**src/rtl/inst_issue.sv**
```systemverilog
// inst_issue: program-buffer instruction issuer.
// A DEPTH x INST_W buffer is loaded while idle. A start request then streams
// len opcodes onto the registered inst output, one per un-stalled cycle.
// While idle or stalled, inst carries NOP.
// Optional feature macro: INST_ISSUE_LOOP_EN. It adds the loops input and
// replays the program loops+1 times back-to-back.
module inst_issue #(
  parameter int DEPTH  = 16,
  parameter int INST_W = 8
) (
  input  logic                       clk,
  input  logic                       reset,
  input  logic                       wr_en,
  input  logic [$clog2(DEPTH)-1:0]   wr_addr,
  input  logic [INST_W-1:0]          wr_data,
  input  logic                       start,
  input  logic [$clog2(DEPTH):0]     len,
`ifdef INST_ISSUE_LOOP_EN
  input  logic [3:0]                 loops,
`endif
  input  logic                       stall,
  output logic [INST_W-1:0]          inst,
  output logic                       busy,
  output logic                       done
);

  localparam int AW = $clog2(DEPTH);
  localparam logic [INST_W-1:0] NOP = '0;
  localparam logic [AW:0] CNT_ONE = {{AW{1'b0}}, 1'b1};

  typedef enum logic {IDLE, RUN} state_t;

  state_t            state, state_nx;
  logic [INST_W-1:0] buffer [DEPTH];
  logic [AW-1:0]     ptr;
  logic [AW:0]       pass_cnt;
  logic [AW:0]       len_q;
  logic              more_passes;
  logic              last_issue;
`ifdef INST_ISSUE_LOOP_EN
  logic [3:0]        loop_cnt;
`endif

  assign busy = (state == RUN);

  // Program buffer: writable only while idle, never cleared by reset
  always_ff @(posedge clk) begin
    if (wr_en && !busy) buffer[wr_addr] <= wr_data;
  end

  // State register
  always_ff @(posedge clk or posedge reset) begin
    if (reset) state <= IDLE;
    else       state <= state_nx;
  end

  // Next-state: leave RUN on the edge that issues the final instruction
  always_comb begin
    state_nx    = state;
    more_passes = 1'b0;
    last_issue  = 1'b0;
`ifdef INST_ISSUE_LOOP_EN
    more_passes = (loop_cnt != '0);
`endif
    case (state)
      IDLE: if (start && len != '0) state_nx = RUN;
      RUN: begin
        last_issue = !stall && (pass_cnt == CNT_ONE) && !more_passes;
        if (last_issue) state_nx = IDLE;
      end
      default: state_nx = IDLE;
    endcase
  end

  // Issue datapath: pointer, counters, registered inst and done pulse
  always_ff @(posedge clk or posedge reset) begin
    if (reset) begin
      inst     <= NOP;
      done     <= 1'b0;
      ptr      <= '0;
      pass_cnt <= '0;
      len_q    <= '0;
`ifdef INST_ISSUE_LOOP_EN
      loop_cnt <= '0;
`endif
    end else begin
      inst <= NOP;
      done <= 1'b0;
      case (state)
        IDLE: begin
          ptr <= '0;
          if (start) begin
            // len=0 completes immediately with a done pulse and no issue
            if (len == '0) done <= 1'b1;
            pass_cnt <= len;
            len_q    <= len;
`ifdef INST_ISSUE_LOOP_EN
            loop_cnt <= loops;
`endif
          end
        end
        RUN: begin
          if (!stall) begin
            inst <= buffer[ptr];
            if (pass_cnt == CNT_ONE) begin
              // End of a pass: either rewind for the next pass with no gap, or finish
              if (more_passes) begin
`ifdef INST_ISSUE_LOOP_EN
                loop_cnt <= loop_cnt - 1'b1;
`endif
                pass_cnt <= len_q;
                ptr      <= '0;
              end else begin
                pass_cnt <= '0;
                done     <= 1'b1;
              end
            end else begin
              pass_cnt <= pass_cnt - 1'b1;
              ptr      <= ptr + 1'b1;
            end
          end
        end
        default: ;
      endcase
    end
  end

endmodule

```
**config.mk**
```make
export PLATFORM = sky130hd
export DESIGN_NAME = inst_issue
export DESIGN_NICKNAME = d
export VERILOG_FILES = /design/src/rtl/inst_issue.sv
export SDC_FILE = /design/constraint.sdc
export NUM_CORES = 1
export LEC_CHECK = 0
export CAP_MARGIN = 20
export CELL_PAD_IN_SITES_DETAIL_PLACEMENT = 2
export CELL_PAD_IN_SITES_GLOBAL_PLACEMENT = 2
export CORE_MARGIN = 3
export CORE_UTILIZATION = 44
export DETAILED_ROUTE_END_ITERATION = 7
export GPL_TIMING_DRIVEN = 0
export PLACE_DENSITY_LB_ADDON = 0.2
export SLEW_MARGIN = 20
export SYNTH_ARGS = -nofsm -noshare
export SYNTH_HDL_FRONTEND = slang
export SYNTH_SLANG_ARGS = --single-unit
```
**constraint.sdc**
```tcl
create_clock -name clk -period 2.5 [get_ports clk]
set_clock_uncertainty 0.05 [all_clocks]
set_input_delay 0.375 -clock clk [delete_from_list [all_inputs] [get_ports clk]]
set_output_delay 0.375 -clock clk [all_outputs]
set_load 0.03 [all_outputs]
```
==> flow_metrics.env <==
export IMPL_status="finished, final reports clean"
export IMPL_grt_pass1_vias=3874
export IMPL_cp_start_kind="register"
export IMPL_wl_per_cell_um=27.0
export IMPL_grt_overflow_total=0
export IMPL_yosysTopAreaCell="edfxtp_1"
export IMPL_drc=0
export IMPL_synth_top_cell_area_share_pct=64.6
export IMPL_grt_usage_pct=23.4
export IMPL_hold_viol_final=0
export IMPL_rsz0062_at_grt="yes"
export IMPL_cts_setup_buffers=0
export IMPL_clk_pin_slew_ns=0.06
export IMPL_worst_path_max_delay_cell="nor2_1"
export IMPL_clock_sinks=147
export IMPL_fp_row_count=41
export IMPL_routed_wl_um=16100
export IMPL_crit_required_ns=2.50
export IMPL_die_w_um=122
export IMPL_cpPeakStageDelay_ns=0.71
export IMPL_synth_async_sr_flop_share_pct=12.9
export IMPL_relSlewSlack_pct=41.0
export IMPL_cts_root_buf="clkbuf_16"
export IMPL_ys_warn_count=0
export IMPL_tightest_slew_ns=0.882
export IMPL_drive_gt1_share_pct=10.8
export IMPL_ctsHtreeMaxLevel=4
export IMPL_first_iter_violations=323
export IMPL_synth_flop_cell="edfxtp_1"
export IMPL_drt_first_pass_iters=5
export IMPL_antenna_found_initial=0
export IMPL_path_cells="nand2b_1 > or3b_2 > nor2_1"
export IMPL_dieArea_um2=15000
export IMPL_insertion_delay_ns=0.43
export IMPL_grt_max_degree=20
export IMPL_syn_inst=364
export IMPL_gp_congestion=0.797
export IMPL_ant_nets=0
export IMPL_syn_to_final_growth_pct=17.7
export IMPL_pwr_density_cell_nw_per_um2=1060
export IMPL_hp_class="in2async"
export IMPL_cap_viol_max_count=0
export IMPL_ys_ff_latch=147
export IMPL_tns_ns=0
export IMPL_end_kind="register"
export IMPL_synth_area_leaders="edfxtp_1 65%, mux2i_1 9.3%, dfrtp_1 8.0%, a22oi_1 3.4%, mux4_2 1.9%"
export IMPL_period_minus_slack_ns=2.40
export IMPL_setup_violations=0
export IMPL_worstPathMaxFanout=8
export IMPL_num_antenna_cells=0
export IMPL_synth_area_um2=5950
export IMPL_post_drt_via_cell_ratio=5.72
export IMPL_criticalPathCategory="reg2reg"
export IMPL_numCtsBuffers=17
export IMPL_timing_fmax_mhz=417
export IMPL_synth_distinct_cells=38
export IMPL_numPortBuffers=31
export IMPL_die_y_um=122
export IMPL_core_um2=12900
export IMPL_total_power_mw=7.44
export IMPL_seq_area_frac_synth_pct=72.6
export IMPL_crit_arrival_ns=2.40
export IMPL_fin_crit_sh_pct=96.0
export IMPL_initial_core_util_pct=46.0
export IMPL_num_vias=3408
export IMPL_cts_path_max_buffers=2
export IMPL_peakVddDrop_uv=616
export IMPL_maxSlewViolCount=0
export IMPL_synth_nets=389
export IMPL_synth_edff_count=128
export IMPL_synth_avg_cell_area_um2=16.3
export IMPL_nets=439
export IMPL_boundaryPins=32
export IMPL_p_leak_nw=2.49
export IMPL_dp_hpwl_um=10800
export IMPL_grt_first_pass_wirelength_um=24400
export IMPL_cts_tree="done"
## logic make-up after synthesis
logic type / count (synthesis) / share of synthesized area (%)
XOR/XNOR: 3 / 0.442
AO/OA/AOI/OAI: 50 / 5.68
multiplexers: 60 / 11.1
flip-flops: 147 / 72.6
buffers and inverters: 22 / 2.54
AND/OR/NAND/NOR: 79 / 6.98
adder cells (fa/ha/maj): 3 / 0.631
## cells in the mapped netlist (2+ instances only)
cell type    n
dfrtp_1     19
nand2_1     15
nor2b_1      6
ha_1         3
o22ai_1      2
clkbuf_1     4
nand3_1     11
a32oi_1      2
buf_2        3
inv_1        7
nor3_1       8
a22oi_1     27
xor2_1       3
and2_1       4
buf_4        2
edfxtp_1   128
a21oi_1      7
buf_8        3
mux4_2       5
nand2b_1     9
o21ai_1      8
nor2_1      18
mux2i_1     55
## layout make-up
cell class	instances	area, um2
Fill cell	1171	5920
Timing Repair Buffer	31	310
Inverter	7	26.3
Tap cell	172	215
Sequential cell	147	4320
Clock buffer	21	440
Buffer	15	125
Clock inverter	8	65.1
Multi-Input combinational cell	195	1500
## registers in the layout, summed over array words and instances, names as in the netlist
register  count
buffer      128
inst          8
done          1
pass_cnt      5
ptr           4
busy          1
## power by group
| group | leakage [nW] | total, mW | switching (mW) | internal (mW) |
|---|---|---|---|---|
| registers | 1.38 | 2.90 | 0.0979 | 2.80 |
| clock network | 0.247 | 2.26 | 0.926 | 1.33 |
| logic | 0.863 | 2.28 | 1.38 | 0.899 |
| total | 2.49 | 7.44 | 2.41 | 5.04 |
## critical path: cells and delay by family (launching register included)
kind	cells	cell delay, ns
flip-flops	1	0.48
AND/OR/NAND/NOR	3	1.49
## routing by layer
metal	track usage (%)	part of all wire (%)	routed length, um	vias to the layer above
met3	5.35	4.3	693	15
li1	-	-	-	1502
met2	38.9	52	8320	87
met5	0	0	0	-
met4	5.60	0.89	143	0
met1	31.4	43	6920	1804
## final timing paths
path	cells after the start	start	end	slack [ns]
worst max-delay path	3	busy$_DFF_PP0_	buffer[11][2]$_DFFE_PP_	0.1
worst min-delay path	2	reset	inst[3]$_DFF_PP0_	0.34
worst max register to register	3	busy$_DFF_PP0_	buffer[11][2]$_DFFE_PP_	0.1
worst min register to register	1	pass_cnt[0]$_DFFE_PP0P_	pass_cnt[0]$_DFFE_PP0P_	0.56
max in group asynchronous	2	reset	ptr[0]$_DFFE_PP0P_	1.57
min in group clk	1	pass_cnt[0]$_DFFE_PP0P_	pass_cnt[0]$_DFFE_PP0P_	0.56
## timing repair
action / CTS / global route
gates resized for setup: 0 / 1
hold buffers: 0 / 0
setup endpoints to repair: 0 / 13
## placed cells by master (no fill, tap or decap), types with 8 or more instances in the layout
cell and instances:
dfrtp_1 19, nand2b_1 9, clkdlybuf4s50_1 31, nand2_1 15, a22oi_1 27, nor2_1 17
edfxtp_1 128, nand3_1 11, mux2i_1 55, clkbuf_16 17, clkbuf_1 8, o21ai_1 8
## metrics by stage
stage / util, % / worst slack, ns / cell area [um2] / instances / hold slack [ns]
3_5_place_dp: 50.3 / -0.198 / 6500 / 567 / 0.540
6_report: 54.2 / 0.0994 / 7000 / 596 / 0.344
4_1_cts: 54.2 / 0.0665 / 7000 / 596 / 0.365
2_1_floorplan: - / 0.228 / 5950 / 364 / 0.276
3_3_place_gp: 50.1 / -0.406 / 6480 / 567 / 0.528
5_1_grt: 54.2 / -0.0169 / 7000 / 596 / 0.405
Note: power is estimated with default switching activity, not from simulation.
==> RTL edit, RTL diff (config.mk and constraints unchanged) <==
Reset style: synchronous (`reset`), changed in 2 clocked blocks.
--- a/src/rtl/inst_issue.sv
+++ b/src/rtl/inst_issue.sv
@@ -49,7 +49,7 @@
   end
 
   // State register
-  always_ff @(posedge clk or posedge reset) begin
+  always_ff @(posedge clk) begin
     if (reset) state <= IDLE;
     else       state <= state_nx;
   end
@@ -73,7 +73,7 @@
   end
 
   // Issue datapath: pointer, counters, registered inst and done pulse
-  always_ff @(posedge clk or posedge reset) begin
+  always_ff @(posedge clk) begin
     if (reset) begin
       inst     <= NOP;
       done     <= 1'b0;
Formal check against the unedited RTL: differs if reset is asserted again (counterexample within 4 cycles, from zero or initial values and one cycle with reset high); with reset held inactive, the same outputs for 10 cycles.
==> RTL edit against the unedited design <==
  * Die area decreased by 3.8%
  * Sequential cell count unchanged
  * Maximum frequency increased by 3.4%
  * Setup slack improved by 0.079 ns
  * Final area decreased by 2.1%
  * Routed wire length decreased by 9.2%
  * First-iteration DRC count decreased by 20%
  * Synthesized cell count decreased by 17%
  * Highest routed layer unchanged
  * Area after synthesis decreased by 4.0%
Power is not compared: it rests on default switching activity, and its combinational part moved more than twofold at a synthesized area within 25%.
==> RTL edit: results (changes against the unedited design) <==
metric,value,unit,change
nets,377,,-14%
routabilityCongestion,0.7097,,-11%
drt-pass1-iter-count,4,,-1
grt_max_degree,17,,-15%
nFillCells,1106,,-5.6%
final-clk-cell-share,8.799,%,+1.6 points
ys.flop_type,edfxtp_1,,
drt_iter0_markers,257,,-20%
seq_area_share,61.63,%,about the same
dpl_cell_area,6251,um2,-3.8%
multi_input_area,1435,um2,-4.5%
grt_use_total,22.06,%,-1.3 points
inverters,5,,-2
start_util,45.11,%,-0.92 points
layout.nonclk_buf_share,5.221,%,-1.0 points
r2r_end,inst[4]$_SDFF_PP0_,,
startpoint,ptr[1]$_SDFFE_PP0P_,,
rr_worst_depth,4,,+1
whs,0.2217,ns,-0.1226 ns
r2r_slack,0.18,ns,+0.08 ns
met3_length,870,um,+26%
drt-met1-wl,6633,um,-4.1%
crit_fanout,10,,+2
outcome,"finished, final reports clean",,
async_reset_ff_share,0,%,-13 points
vias_per_cell,5.709,,-0.15%
nNonClkBuffers,40,,-13%
route.met2.wl,6744,um,-19%
synth_area_leaders,"edfxtp_1 (67%), mux4_2 (13%), dfxtp_1 (6.7%)",,
relSlewSlack,40.56,%,-0.44 points
use_met2,32.81,%,-6.1 points
criticalPathCategory,register to register,,
synth_nets,328,,-16%
synth_common_cells,"edfxtp_1 (128), mux4_2 (32), nor2_1 (26)",,
largestRegisters,"buffer x128, inst x8, pass_cnt x5",,
totalPowerFinal,5593,uW,
dp.final_hpwl,9621,um,-11%
post-place-ws,-0.05334,ns,+0.1448 ns
period_share,92.88,%,-3.1 points
area_growth,19.92,%,
use_met3,5.467,%,+0.12 points
portBuffers,30,,-3.2%
drive_above_1_share,20.82,%,+10 points
grt_pass1_wl,22360,um,-8.3%
yosysSeqAreaShare,73.91,%,+1.3 points
dp.cells,505,,-11%
crit_arrival,2.55,ns,+0.15 ns
grtUsageMet1,31.94,%,+0.53 points
hold_class,input port to register,,
vias,3066,,-10%
grt_pass1_vias,3322,,-14%
## RTL edit: changes by cell type in the layout (fill, tap and decap cells not counted), moves of 4 or more
cell	change
nand3_1	-8
nand2_1	-10
dfrtp_1	-19
and2_1	-4
a22oi_1	-19
dfxtp_1	+19
nor2_1	+9
mux2i_1	-46
mux4_2	+27
nor2b_1	-4
clkbuf_1	-6
## RTL edit: kinds of logic after synthesis
logic type / after synthesis / synth area share, %
muxes: 41 / 14.19
and+or+nand+nor: 62 / 5.736
DFF: 147 / 73.91
xor gates and xnor gates: 3 / 0.4598
AOI/OAI and AO/OA: 32 / 3.722
buffers and inverters: 15 / 1.335
adders and majority gates: 3 / 0.6568
## RTL edit: critical path, cell delays in order (launching register included)
cell and delay [ns]:
dfxtp_1 0.51, buf_1 0.64, mux4_2 0.44, a22oi_1 0.36, o21ai_1 0.17
